### src/rtl/lfsr_pattern_gen.sv
// Parametrised Fibonacci LFSR pattern generator with timer-paced or STEP-paced stepping,
// runtime seed load, all-zero lockup recovery, step strobe, wrap flag and step counter.
module lfsr_pattern_gen #(
   parameter int               WIDTH       = 16,
   parameter logic [WIDTH-1:0] TAPS        = 16'hB400,
   parameter logic [WIDTH-1:0] SEED        = 16'h8000,
   parameter int               FIRST_DLY   = 5,
   parameter int               STEP_PERIOD = 4,
   parameter int               CNTW        = 16
) (
   input  logic             CLK,
   input  logic             RSTN,
   input  logic             EN,
   input  logic             MODE,
   input  logic             STEP,
   input  logic             LOAD,
   input  logic [WIDTH-1:0] SEED_IN,
   output logic [WIDTH-1:0] OUT,
   output logic             STEP_STB,
   output logic             WRAP,
   output logic [CNTW-1:0]  STEP_CNT
);

   localparam int MAX_DLY = (FIRST_DLY > STEP_PERIOD) ? FIRST_DLY : STEP_PERIOD;
   localparam int TW      = $clog2(MAX_DLY) + 1;

   localparam logic [TW-1:0] FIRST_LAST  = TW'(FIRST_DLY - 1);
   localparam logic [TW-1:0] PERIOD_LAST = TW'(STEP_PERIOD - 1);

   localparam logic [0:0] PH_PRIME = 1'b0;
   localparam logic [0:0] PH_RUN   = 1'b1;

   logic [TW-1:0]    timer, timer_d;
   logic [0:0]       phase, phase_d;
   logic [WIDTH-1:0] active_seed;
   logic [WIDTH-1:0] shifted, step_val, seed_eff;
   logic             do_step;

   // A zero successor would lock the register forever, so it is replaced by SEED.
   assign shifted  = {OUT[WIDTH-2:0], ^(OUT & TAPS)};
   assign step_val = (shifted == '0) ? SEED : shifted;
   assign seed_eff = (SEED_IN == '0) ? SEED : SEED_IN;

   always_comb begin
      timer_d = timer;
      phase_d = phase;
      do_step = 1'b0;
      if (LOAD || !EN) begin
         timer_d = '0;
         phase_d = PH_PRIME;
      end else if (MODE) begin
         timer_d = '0;
         phase_d = PH_RUN;
         do_step = STEP;
      end else if (phase == PH_PRIME) begin
         if (timer == FIRST_LAST) begin
            do_step = 1'b1;
            timer_d = '0;
            phase_d = PH_RUN;
         end else begin
            timer_d = timer + 1'b1;
         end
      end else begin
         if (timer == PERIOD_LAST) begin
            do_step = 1'b1;
            timer_d = '0;
         end else begin
            timer_d = timer + 1'b1;
         end
      end
   end

   always_ff @(posedge CLK or negedge RSTN) begin
      if (!RSTN) begin
         OUT         <= SEED;
         active_seed <= SEED;
         STEP_STB    <= 1'b0;
         WRAP        <= 1'b0;
         STEP_CNT    <= '0;
         timer       <= '0;
         phase       <= PH_PRIME;
      end else begin
         timer    <= timer_d;
         phase    <= phase_d;
         STEP_STB <= do_step;
         WRAP     <= do_step && (step_val == active_seed);
         if (LOAD) begin
            OUT         <= seed_eff;
            active_seed <= seed_eff;
            STEP_CNT    <= '0;
         end else if (do_step) begin
            OUT      <= step_val;
            STEP_CNT <= STEP_CNT + 1'b1;
         end
      end
   end

endmodule

### config.mk
export PLATFORM = sky130hd
export DESIGN_NAME = lfsr_pattern_gen
export DESIGN_NICKNAME = d
export VERILOG_FILES = /design/src/rtl/lfsr_pattern_gen.sv
export SDC_FILE = /design/constraint.sdc
export NUM_CORES = 1
export LEC_CHECK = 0
export CORE_ASPECT_RATIO = 2
export CORE_MARGIN = 3
export CORE_UTILIZATION = 67
export DETAILED_ROUTE_END_ITERATION = 6
export DONT_BUFFER_PORTS = 1
export PLACE_DENSITY = 0.89
export SETUP_SLACK_MARGIN = 0.1
export SYNTH_ARGS = -nofsm -noshare
export SYNTH_HDL_FRONTEND = slang
export SYNTH_SLANG_ARGS = --single-unit
export TNS_END_PERCENT = 50
### constraint.sdc
create_clock -name CLK -period 2.95 [get_ports CLK]
set_input_delay 0.885 -clock CLK [delete_from_list [all_inputs] [get_ports CLK]]
set_output_delay 0.885 -clock CLK [all_outputs]
set_load 0.02 [all_outputs]
After elaboration in Yosys (flattened, before gate mapping)
Index checks and enable logic that the tools add are counted.

Add/sub/neg operators: 2. Equal/unequal tests: 3. Muxes and demuxes: 19. Reductions and logical operators: 7.

Operators by type and width (number): 16-bit 2-to-1 mux (6); 16-bit logical NOT (2); 4-bit 2-to-1 mux (5); 16-bit by 1-bit adder with 16-bit output, second input constant (1); 16-bit == test (1); 16-bit XOR reduction (1); 1-bit 2-to-1 mux (8); 4-bit by 1-bit adder with 4-bit output, second input constant (1); 4-bit by 2-bit == test with 1-bit output, second input constant (1); 4-bit by 3-bit == test with 1-bit output, second input constant (1); 2-bit nonzero test (1); 1-bit logical AND (1); 1-bit logical NOT (1); 1-bit logical OR (1).

Bits in registers: 55. Bits of input ports: 22. Word-level logic and storage cells: 38.

Logic depth before layout (Yosys ltp)
Depth in word-level cells: 7. Mapped depth: 9. Depth with buffers taken out: 8.

Least setup slack after synthesis
OpenSTA, ideal clock, no wires.

Kind: input to register. Start: input LOAD. End: register STEP_CNT[15]. Library setup time: 133 ps. Arrival time: 2184 ps. Data required time: 2817 ps. Setup slack: 633 ps. Cell stages on the path: 6. Buffers on the path: 1. Cells stage by stage: buf_2 > and2b_2 > o311ai_4 > nor3_4 > or3b_1 > mux2i_1.

Word-level cells in the longest chain between the ends: 3. Elaborated cells on any way between the ends: 4. Classes of those cells: mux (2); reduce/logical (2).

Ends and longest elaborated chain: start, declared (RTL line 16) `input logic LOAD,`; 1-bit logical OR (RTL line 48) `if (LOAD || !EN) begin`; 1-bit 2-to-1 mux (RTL line 48); 2-bit nonzero test (no source line); end signal, assigned (RTL line 93) `STEP_CNT <= STEP_CNT + 1'b1;`; end, declared (RTL line 21) `output logic [CNTW-1:0] STEP_CNT`.

Parallel ways exist; a longest one is shown, timed or not. A chain may end at the register's enable or synchronous reset.

Worst setup path in the final report
Start: register timer[0]. End: register STEP_CNT[3].

Word-level cells in the longest chain between the ends: 6. Elaborated cells on any way between the ends: 8. Classes of those cells: eq/ne (2); mux (5); reduce/logical (1).

Ends and longest elaborated chain: start, declared (RTL line 33) `logic [TW-1:0] timer, timer_d;`; start signal, assigned (RTL line 83) `timer <= timer_d;`; 4-bit by 3-bit == test with 1-bit output / 4-bit by 2-bit == test with 1-bit output (equally long branches) (RTL line 56, 64); 1-bit 2-to-1 mux (on tied branches) (RTL line 56, 64); 1-bit 2-to-1 mux (*) (RTL line 55) `end else if (phase == PH_PRIME) begin`; 1-bit 2-to-1 mux (*) (RTL line 51) `end else if (MODE) begin`; 1-bit 2-to-1 mux (*) (RTL line 48); 2-bit nonzero test (no source line) (*).

Every way passes the cells marked *; elsewhere a longest branch is shown, timed or not.

==> impl_metrics.ini <==
[worst_setup_path]
path_class = register to register
crit_path_end_kind = register
crit_fanout = 19
start_kind = register
crit_arrival_ns = 2.67
required_ns = 3.14
ff2ff_setup_slack_ns = 0.47

[clock_tree]
cts_hold_buf = 0
cts_htree_levels = 2
clkLatencyLatePin_ns = 0.31
cts_tree = done
cts_resized = 0
post_cts_buffers = 0
clockBufferDepth = 2
path_clk_slew_ns = 0.10
cts_made_buffers = 5
cts.sinks = 55
clockRootBuffer = clkbuf_8

[grt]
grt_overflow = 0
grt_pass1_vias = 2037
grt_usage_pct = 26.48
grt_pass1_wl_um = 9591
antenna_found_initial = 0
grt_max_degree = 64

[floorplan]
dieHeight_um = 95.84
dieWidth_um = 50.92
initial_core_util_pct = 69.62
io_pins = 56
rows = 32
core_mm2 = 0.003884
floorplan.die_area_mm2 = 0.004880

[synthesis]
synth-async-reset-ratio_pct = 100.0
yosysSeqAreaShare_pct = 50.99
synth_area_per_cell_um2 = 10.01
synth_cells = 270
synthesis.area_mm2 = 0.002704
synth_seq_cells = 55
yosysWarningCount = 0
ys_types = 40
synth_edf_count = 0
synthFlopType = dfrtp_1
syn-num-nets = 295

[placed_design]
dp_slack_ns = 0.4819
globalplace.congestion = 0.8451
portBuffers = 0
dp_hpwl_um = 4377
dp.cells = 312

[power_and_ir_drop]
power_switching_mw = 0.3903
power_mw = 1.473
switching_share_pct = 26.49
power-per-cell-area_mw_per_mm2 = 521.2
ir_drop_v = 0.0003821
power.internal_mw = 1.083
p_leak_nw = 1.316
comb_power_share_pct = 9.5
pwr-share-clk_pct = 30.2
p_seq_share_pct = 60.3

[route]
ant_nets = 0
drt_wl_total_um = 5872
drc = 0
drt_iter0_drc = 51
vias = 1975
wl_per_cell_um = 18.35
first_pass_iters = 4
vias_per_cell = 6.172

[final_layout]
diodes = 0
drive_above_1_share_pct = 6.320
area_delta_synth_final_pct = 4.535
fin_util_pct = 72.78
fillers = 295
multiInputGateArea_mm2 = 0.001194
fin_nets = 293
fin_cells = 320
seqCellArea_mm2 = 0.001379

[sta]
layout_setup_ws_ns = 0.4666
slew_headroom_pct = 62.15
setup-tns-final_ns = 0
tightestPinTransition_ns = 0.5664
clock_skew_ns = 0.01014
final_hold_viol_count = 0
layout_min_cycle_time_ns = 2.483
maxSlewViolCount = 0
period_share_pct = 84.18
finalSetupViolations = 0
fmax_mhz = 402.7
grt_setup_unrepaired = no

[run_status]
status = finished clean

[min_path]
worstHoldPathType = input port to async pin

[run]
max-cap-violations = 0
==> path summary, 6_finish.rpt <==
path | from | endpoint | cells past startpoint
worst max-delay path | timer[0] | STEP_CNT[3] | 8
worst min-delay path | RSTN | STEP_CNT[1] | 0
worst max register to register | timer[0] | STEP_CNT[3] | 8
worst min register to register | timer[0] | timer[0] | 1
max in group asynchronous | RSTN | active_seed[15] | 0
min in group CLK | timer[0] | timer[0] | 1
==> critical path: stages, from the launching register on <==
cell	delay, ns
dfrtp_1	0.41
ha_1	0.23
and4bb_1	0.25
o311ai_4	0.54
buf_4	0.38
inv_2	0.18
and2_1	0.18
o21ai_1	0.11
o31ai_1	0.08
==> cells in the final DEF, fill, tap and decap left out, types with 2 or more instances in the layout <==
cell type and n:
dfstp_2 2, o31ai_1 2, inv_1 21, nor2_1 14, ha_1 3, xor2_1 13, nand4_1 6, o21ai_1 16
xnor2_1 16, nor3_1 10, nand3b_1 4, nor4_1 9, nand3_1 11, nand2_1 26, nand2b_1 5, mux2i_1 15
o21ai_0 16, dfrtp_1 53, clkbuf_8 7
==> Yosys cell counts, drive strengths merged (2+ instances only) <==
library cell  instances  area share, %
buf                   5            1.1
nor2                 15            2.2
dfrtp                53             49
and4bb                2           0.93
nand3b                4            1.1
xnor2                16            5.2
nand2b                5            1.2
inv                  22            3.1
o31ai                 2           0.56
nand4                 6            1.4
ha                    3            1.4
xor2                 13            4.2
clkbuf                5           0.69
nand3                11            2.0
o21ai                32            5.9
nor3                 11            2.5
dfstp                 2            1.9
nor4                  9            2.1
mux2i                15            5.6
nand2                26            3.6
==> sequential cells by signal, summed over array words and instances (netlist names) <==
signal       flops
WRAP             1
STEP_CNT        16
timer            4
phase            1
STEP_STB         1
OUT             16
active_seed     16
==> area by class of cell <==
| cell class | instances | share of cell area (%) |
|---|---|---|
| clock buffers | 8 | 3.541 |
| flip-flops and latches | 55 | 48.78 |
| well taps | 51 | 2.258 |
| inverters | 22 | 2.922 |
| repair buffers | 1 | 0.2656 |
| multi-input cells | 183 | 42.23 |
==> through the flow <==
stage / hold WS [ns] / instance area (um^2)
after global placement: 0.4633 / 2726
final: 0.2556 / 2826
after global routing: 0.2389 / 2826
after floorplan: 0.4512 / 2704
after CTS: 0.2566 / 2826
after detailed placement: 0.4767 / 2726
==> per-layer routing <==
layer | vias to the layer above | track usage, % | wire [um]
li1 | 918 | - | -
met1 | 963 | 28.30 | 2086
met2 | 75 | 46.66 | 3186
met3 | 19 | 7.907 | 405
met4 | 0 | 12.36 | 195
met5 | - | 0 | 0
==> cells by family (layout without fill, tap and decap cells) <==
family | after synthesis | after routing | share of synthesized area (%)
buf+inv | 32 | 31 | 4.859
xor+xnor | 29 | 29 | 9.394
fa+ha+maj | 3 | 3 | 1.388
simple gates | 97 | 97 | 19.20
compound gates | 39 | 39 | 8.607
mux | 15 | 15 | 5.553
flops | 55 | 55 | 50.99
==> power groups by stage <==
stage	Sequential [mW]	Clock [mW]	Combinational [mW]
final	0.888	0.445	0.140
after CTS	0.889	0.448	0.140
after global placement	0.902	0	0.132
after global routing	0.897	0.481	0.156
after floorplan	0.886	0	0.125
after detailed placement	0.903	0	0.139
No activity file was read; power rests on OpenSTA's default activity.
